--- config.mk ---
export PLATFORM = sky130hd
export DESIGN_NAME = cam_rx_monitor
export DESIGN_NICKNAME = d
export VERILOG_FILES = /design/src/rtl/cam_vip_pkg.sv /design/src/rtl/cam_rx_pixel_pack.sv /design/src/rtl/cam_rx_monitor.sv
export SDC_FILE = /design/constraint.sdc
export NUM_CORES = 1
export LEC_CHECK = 0
export CAP_MARGIN = 20
export CORE_ASPECT_RATIO = 2
export CORE_MARGIN = 4
export CORE_UTILIZATION = 50
export DETAILED_ROUTE_END_ITERATION = 10
export PLACE_DENSITY = 0.77
export SETUP_SLACK_MARGIN = 0.4
export SLEW_MARGIN = 20
export SYNTH_ARGS = -nofsm -noshare
export SYNTH_HDL_FRONTEND = slang
export SYNTH_SLANG_ARGS = --single-unit
--- constraint.sdc ---
create_clock -name cam_clk_o -period 2.5 [get_ports cam_clk_o]
set_input_delay 0.5 -clock cam_clk_o [delete_from_list [all_inputs] [get_ports cam_clk_o]]
set_output_delay 0.5 -clock cam_clk_o [all_outputs]
set_load 0.02 [all_outputs]
--- src/rtl/cam_vip_pkg.sv ---
// Shared types for the camera receive path: FSM states, error codes, RGB565 pixel.
package cam_vip_pkg;

    typedef enum logic [1:0] {
        ST_IDLE      = 2'd0,
        ST_VSYNC     = 2'd1,
        ST_WAIT_LINE = 2'd2,
        ST_LINE      = 2'd3
    } cam_state_e;

    typedef enum logic [2:0] {
        ERR_NONE          = 3'd0,
        ERR_ODD_BYTES     = 3'd1,
        ERR_LINE_LEN      = 3'd2,
        ERR_VSYNC_POS     = 3'd3,
        ERR_HREF_IN_VSYNC = 3'd4,
        ERR_LINE_LONG     = 3'd5
    } cam_err_e;

    typedef struct packed {
        logic [4:0] r;
        logic [5:0] g;
        logic [4:0] b;
    } rgb565_t;

    // Position counters stick at all-ones instead of wrapping back to a valid index.
    function automatic logic [15:0] sat_inc16(input logic [15:0] v);
        return (v == 16'hFFFF) ? v : v + 16'd1;
    endfunction

endpackage

--- src/rtl/cam_rx_pixel_pack.sv ---
// Byte-phase tracker: holds the high byte and presents {byte0, current byte} as a pixel.
module cam_rx_pixel_pack
    import cam_vip_pkg::*;
(
    input  logic       cam_clk_o,
    input  logic       s_rstn,
    input  logic       clr_i,
    input  logic       sample_i,
    input  logic [7:0] data_i,
    output logic       phase_o,
    output rgb565_t    pix_o
);

    logic       phase_q, phase_d;
    logic [7:0] byte0_q, byte0_d;

    always_comb begin
        phase_d = phase_q;
        byte0_d = byte0_q;
        if (clr_i) begin
            phase_d = 1'b0;
        end else if (sample_i) begin
            phase_d = ~phase_q;
            if (!phase_q) begin
                byte0_d = data_i;
            end
        end
    end

    always_ff @(posedge cam_clk_o or negedge s_rstn) begin
        if (!s_rstn) begin
            phase_q <= 1'b0;
            byte0_q <= 8'h00;
        end else begin
            phase_q <= phase_d;
            byte0_q <= byte0_d;
        end
    end

    assign phase_o = phase_q;
    assign pix_o   = rgb565_t'({byte0_q, data_i});

endmodule

--- src/rtl/cam_rx_monitor.sv ---
// Camera DVP receive monitor: frame/line tracking, pixel output, first-error capture.
//   state        | meaning
//   ST_IDLE      | waiting for vsync, href ignored
//   ST_VSYNC     | inside vsync pulse, waiting for its fall
//   ST_WAIT_LINE | between lines, waiting for href rise
//   ST_LINE      | href high, bytes being paired into pixels
module cam_rx_monitor
    import cam_vip_pkg::*;
#(
    parameter int HRES = 640,
    parameter int VRES = 480
) (
    input  logic        cam_clk_o,
    input  logic        s_rstn,
    input  logic        en_i,
    input  logic        cam_vsync_i,
    input  logic        cam_href_i,
    input  logic [7:0]  cam_data_i,
    output logic        pix_valid_o,
    output logic [15:0] pix_data_o,
    output logic [15:0] pix_col_o,
    output logic [15:0] pix_line_o,
    output logic        sof_o,
    output logic        eof_o,
    output logic [15:0] frame_cnt_o,
    output logic        err_o,
    output logic [2:0]  err_code_o
);

    localparam logic [15:0] HRES_W = 16'(HRES);
    localparam logic [15:0] VRES_W = 16'(VRES);

    cam_state_e  st_q, st_d;
    logic [15:0] col_q, col_d, line_q, line_d, frame_q, frame_d;
    logic        err_q, err_d, ferr_q, ferr_d;
    cam_err_e    code_q, code_d, err_now;
    logic        pv_q, pv_d, sof_q, sof_d, eof_q, eof_d;
    rgb565_t     pd_q, pd_d;
    logic [15:0] pc_q, pc_d, pl_q, pl_d;
    logic        pk_clr, pk_sample, pk_phase;
    rgb565_t     pk_pix;

    cam_rx_pixel_pack u_pack (
        .cam_clk_o (cam_clk_o),
        .s_rstn    (s_rstn),
        .clr_i     (pk_clr),
        .sample_i  (pk_sample),
        .data_i    (cam_data_i),
        .phase_o   (pk_phase),
        .pix_o     (pk_pix)
    );

    always_comb begin
        st_d      = st_q;
        col_d     = col_q;
        line_d    = line_q;
        frame_d   = frame_q;
        err_d     = err_q;
        code_d    = code_q;
        ferr_d    = ferr_q;
        pv_d      = 1'b0;
        pd_d      = pd_q;
        pc_d      = pc_q;
        pl_d      = pl_q;
        sof_d     = 1'b0;
        eof_d     = 1'b0;
        pk_clr    = 1'b0;
        pk_sample = 1'b0;
        err_now   = ERR_NONE;

        if (!en_i) begin
            st_d   = ST_IDLE;
            col_d  = '0;
            line_d = '0;
            pk_clr = 1'b1;
        end else begin
            unique case (st_q)
                ST_IDLE: begin
                    if (cam_vsync_i) st_d = ST_VSYNC;
                end
                ST_VSYNC: begin
                    if (!cam_vsync_i) begin
                        st_d   = ST_WAIT_LINE;
                        line_d = '0;
                        col_d  = '0;
                        sof_d  = 1'b1;
                        pk_clr = 1'b1;
                    end else if (cam_href_i) begin
                        err_now = ERR_HREF_IN_VSYNC;
                    end
                end
                ST_WAIT_LINE: begin
                    if (cam_vsync_i) begin
                        // A repeated vsync before any line is harmless; after a line it aborts the frame.
                        st_d = ST_VSYNC;
                        if (line_q != '0) err_now = ERR_VSYNC_POS;
                    end else if (cam_href_i) begin
                        st_d      = ST_LINE;
                        col_d     = '0;
                        pk_sample = 1'b1;
                    end
                end
                ST_LINE: begin
                    if (cam_vsync_i) begin
                        st_d    = ST_VSYNC;
                        err_now = ERR_VSYNC_POS;
                        pk_clr  = 1'b1;
                    end else if (cam_href_i) begin
                        pk_sample = 1'b1;
                        if (pk_phase) begin
                            if (col_q < HRES_W) begin
                                pv_d = 1'b1;
                                pd_d = pk_pix;
                                pc_d = col_q;
                                pl_d = line_q;
                            end else begin
                                err_now = ERR_LINE_LONG;
                            end
                            col_d = sat_inc16(col_q);
                        end
                    end else begin
                        pk_clr = 1'b1;
                        if (pk_phase)             err_now = ERR_ODD_BYTES;
                        else if (col_q != HRES_W) err_now = ERR_LINE_LEN;
                        line_d = sat_inc16(line_q);
                        if (line_d == VRES_W) begin
                            st_d  = ST_IDLE;
                            eof_d = 1'b1;
                            if (!ferr_q && (err_now == ERR_NONE)) frame_d = frame_q + 16'd1;
                        end else begin
                            st_d = ST_WAIT_LINE;
                        end
                    end
                end
                default: st_d = ST_IDLE;
            endcase
        end

        if ((err_now != ERR_NONE) && !err_q) begin
            err_d  = 1'b1;
            code_d = err_now;
        end

        // Entering VSYNC starts a new frame, so an abort's own error stays with the old one.
        if ((st_d == ST_VSYNC) && (st_q != ST_VSYNC)) ferr_d = 1'b0;
        else if (err_now != ERR_NONE)                 ferr_d = 1'b1;
    end

    always_ff @(posedge cam_clk_o or negedge s_rstn) begin
        if (!s_rstn) begin
            st_q    <= ST_IDLE;
            col_q   <= '0;
            line_q  <= '0;
            frame_q <= '0;
            err_q   <= 1'b0;
            code_q  <= ERR_NONE;
            ferr_q  <= 1'b0;
            pv_q    <= 1'b0;
            pd_q    <= '0;
            pc_q    <= '0;
            pl_q    <= '0;
            sof_q   <= 1'b0;
            eof_q   <= 1'b0;
        end else begin
            st_q    <= st_d;
            col_q   <= col_d;
            line_q  <= line_d;
            frame_q <= frame_d;
            err_q   <= err_d;
            code_q  <= code_d;
            ferr_q  <= ferr_d;
            pv_q    <= pv_d;
            pd_q    <= pd_d;
            pc_q    <= pc_d;
            pl_q    <= pl_d;
            sof_q   <= sof_d;
            eof_q   <= eof_d;
        end
    end

    assign pix_valid_o = pv_q;
    assign pix_data_o  = pd_q;
    assign pix_col_o   = pc_q;
    assign pix_line_o  = pl_q;
    assign sof_o       = sof_q;
    assign eof_o       = eof_q;
    assign frame_cnt_o = frame_q;
    assign err_o       = err_q;
    assign err_code_o  = code_q;

endmodule

==> flow_summary_export.csv <==
group,metric,value,unit
logic_synthesis,ys.flop_type,"dfrtp_1",
sta,rsz0062_at_grt,"yes",
logic_synthesis,ys_seq_elements,115,
worst_setup_path,crit_path_end_kind,"flip-flop",
floorplanning,start_util,51.5,%
power,leakage,3.84,nW
floorplanning,die_width,84.7,um
clock_tree,clock_latency,410,ps
sta,max_freq,429,MHz
run_status,outcome,"finished, final reports clean",
route,routed_wl,18600,um
layout,nFillCells,704,
sta,finalSetupViolCount,0,
logic_synthesis,yosys-top-cells-area,"dfrtp_1 49%, mux2_2 10%, nand2_1 2.6%, a21oi_1 2.5%, nand3_1 2.3%",
logic_synthesis,synth_edf_count,0,
global_routing,grt_pass1_vias,5728,
power,power_frac_comb,16.2,%
worst_setup_path,cp_max_fo,7,
sta,slew_violations,0,
power,p_sw_share,26.6,%
floorplanning,die_area,13700,um2
worst_setup_path,worstReg2RegStart,"line_q[6]$_DFFE_PN0P_",
global_routing,grt_max_degree,50,
sta,skew,9.01,ps
route,first_iter_violations,338,
power,intPower,3.96,mW
clock_tree,clkTransAtPathRegs,60,ps
worst_setup_path,worstSetupPathType,"reg -> reg",
logic_synthesis,yosys_warnings,0,
layout,seqCellArea,2900,um2
power,irDropWorstVdd,0.000688,V
floorplanning,row_count,55,
worst_setup_path,cp_data_required_time,2820,ps
power,clockPowerShare,45.8,%
clock_tree,cts_buffers,17,
worst_setup_path,crit_path_start,"line_q[6]$_DFFE_PN0P_",
logic_synthesis,synth_cell_types,63,
route,postRouteAntennaNets,0,
logic_synthesis,yosys.area.top_type,"dfrtp_1",
global_routing,antenna_found_initial,0,
sta,hold_viol_final,0,
layout,drive_gt1_share,37.3,%
worst_setup_path,cp.arrival,2650,ps
sta,finalCritPeriodShare,93.3,%
sta,tightestPinTransition,500,ps
layout,multiInputGateArea,3320,um2
power,power.density,613,nW/um2
clock_tree,cts_root_buf,"clkbuf_16",
route,wl_per_cell,21.1,um
sta,slew_headroom,66.3,%
worst_setup_path,cp-start-kind,"flip-flop",
placement,io_buffers,83,
route,drc,0,
power,switchingPower,1.43,mW
clock_tree,cts_buffer_depth,2,
sta,period_minus_slack,2330,ps
placement,hpwl,11700,um
logic_synthesis,synth_area_per_cell,10.5,um2
floorplanning,core-area,11400,um2
clock_tree,cts_hold_buffers,0,
logic_synthesis,ys_seq_area_share,49.0,%
clock_tree,htreeDepth,4,
layout,fin_nets,749,
route,vias_per_cell,6.16,
clock_tree,cts.sinks,115,
logic_synthesis,syn_inst,558,
layout,n_antenna_cell,0,
global_routing,grt_pass1_wl,28300,um
flow_run,max_cap_violations,0,
logic_synthesis,synth.top_cell.area_share,49.0,%
layout,areaGrowthSynthToFinish,49.7,%
logic_synthesis,syn-num-nets,580,
sta,whs,41.8,ps
power,sequentialPowerShare,38.0,%
floorplanning,io-pin-count,84,
clock_tree,cts_tree,"done",
placement,gp_congestion,0.936,
floorplanning,die_h,161,um
global_routing,grt_util_all_layers,26.0,%
sta,setup_tns,0,ps
logic_synthesis,synth_area,5880,um2
hold_path,hold_class,"in -> async",
logic_synthesis,ys_async_sr_fraction,100,%
global_routing,overflow,0,
route,vias,5428,
route,drtPass1Iterations,5,
==> critical path, cell delays in order (launching register included) <==
cell,delay (ps)
dfrtp_2,440
nand4_4,190
or2_4,310
o41ai_4,460
o2111ai_4,250
clkbuf_16,250
nor3_4,130
xor2_1,190
==> kinds of logic (layout without fill, tap and decap cells) <==
| kind of cell | count (synthesis) | after routing | share of synthesized area (%) |
|---|---|---|---|
| adder cells (fa/ha/maj) | 9 | 9 | 1.92 |
| AND/OR/NAND/NOR | 204 | 204 | 20.1 |
| AO/OA/AOI/OAI | 110 | 110 | 12.4 |
| XOR/XNOR | 16 | 16 | 2.38 |
| flip-flops | 115 | 115 | 49.0 |
| multiplexers | 56 | 56 | 10.7 |
| buffers and inverters | 48 | 229 | 3.55 |
==> synth_stat cells (5+ instances only) <==
library cell / count
nand2b_1: 5
ha_1: 9
clkbuf_1: 15
a21oi_1: 29
dfrtp_1: 115
nand4_1: 15
xor2_1: 14
a41oi_1: 5
nor3_1: 11
o31ai_1: 8
nor3_2: 10
nor2b_1: 9
nor4_1: 12
nand3_1: 27
and3_1: 11
nor2_1: 34
a31oi_1: 9
o211ai_1: 5
mux2_2: 53
nand2_1: 40
and4_1: 5
or2_2: 5
buf_2: 11
o21ai_0: 25
inv_1: 18
==> per-layer routing <==
metal	vias to the layer above	share of wire, %	track usage (%)	wire, um
li1	2405	-	-	-
met1	2683	35	27.9	6560
met2	275	55	45.9	10200
met3	65	5.4	6.07	998
met4	0	4.5	14.9	835
met5	-	0	0	0
==> worst paths after layout <==
kind | to | cells after the start | slack [ps]
min in group cam_clk_o | frame_cnt_o[15]$_DFFE_PN0P_ | 1 | 470
max in group asynchronous | st_q[1]$_DFF_PN0_ | 2 | 1730
hold / removal | frame_cnt_o[5]$_DFFE_PN0P_ | 1 | 40
setup / recovery | frame_cnt_o[11]$_DFFE_PN0P_ | 7 | 170
hold reg to reg | frame_cnt_o[15]$_DFFE_PN0P_ | 1 | 470
setup reg to reg | frame_cnt_o[11]$_DFFE_PN0P_ | 7 | 170
==> cell type report <==
class / instances / area share (%)
multi-input combinational: 395 / 37.8
clock buffer: 19 / 5.03
tap: 142 / 2.02
clock inverter: 12 / 1.76
timing repair buffer: 180 / 19.7
inverter: 18 / 0.768
sequential: 115 / 33.0
==> cell usage in the layout, fill, tap and decap left out, drive strengths merged, types with 5 or more instances in the layout <==
master	count
a21oi	29
a31oi	9
a41oi	5
and3	11
and4	5
buf	97
clkbuf	20
clkdlybuf4s50	82
clkinv	5
dfrtp	115
ha	9
inv	20
mux2	54
nand2	40
nand2b	5
nand3	28
nand4	16
nor2	34
nor2b	9
nor3	21
nor4	15
o211ai	5
o21ai	25
o31ai	8
or2	7
xor2	14
==> sequential cells by signal, summed over array words and instances, names as in the netlist <==
name	cells
err_code_o	3
col_q	16
pix_valid_o	1
ferr_q	1
frame_cnt_o	16
line_q	16
u_pack.byte0_q	8
err_o	1
st_q	2
pix_line_o	16
eof_o	1
sof_o	1
pix_col_o	16
pix_data_o	16
u_pack.phase_o	1
==> what timing repair did <==
item                       CTS  global route
setup buffers               27            16
pin swaps                   15            33
gates cloned                 1             1
setup endpoints to repair   85            85
resized for setup           53            65
==> per-stage QoR <==
stage / utilization (%) / cell area [um2] / power, mW / cells / setup WS (ps)
2_1_floorplan: - / 5980 / 2.48 / 558 / 304
3_3_place_gp: 63.7 / 7270 / 2.74 / 805 / 85.0
3_5_place_dp: 63.7 / 7270 / 2.77 / 805 / 99.3
4_1_cts: 72.8 / 8320 / 5.28 / 864 / 276
5_1_grt: 77.0 / 8800 / 5.60 / 881 / 81.7
6_report: 77.0 / 8800 / 5.40 / 881 / 168
==> power by group through the flow <==
| stage | Clock [mW] | Sequential, mW | Combinational, mW |
|---|---|---|---|
| 3_5_place_dp | 0 | 2.08 | 0.693 |
| 6_report | 2.47 | 2.05 | 0.876 |
| 2_1_floorplan | 0 | 2.07 | 0.406 |
| 3_3_place_gp | 0 | 2.07 | 0.677 |
| 5_1_grt | 2.59 | 2.06 | 0.950 |
| 4_1_cts | 2.50 | 2.05 | 0.734 |
Note: power is estimated with default switching activity, not from simulation.
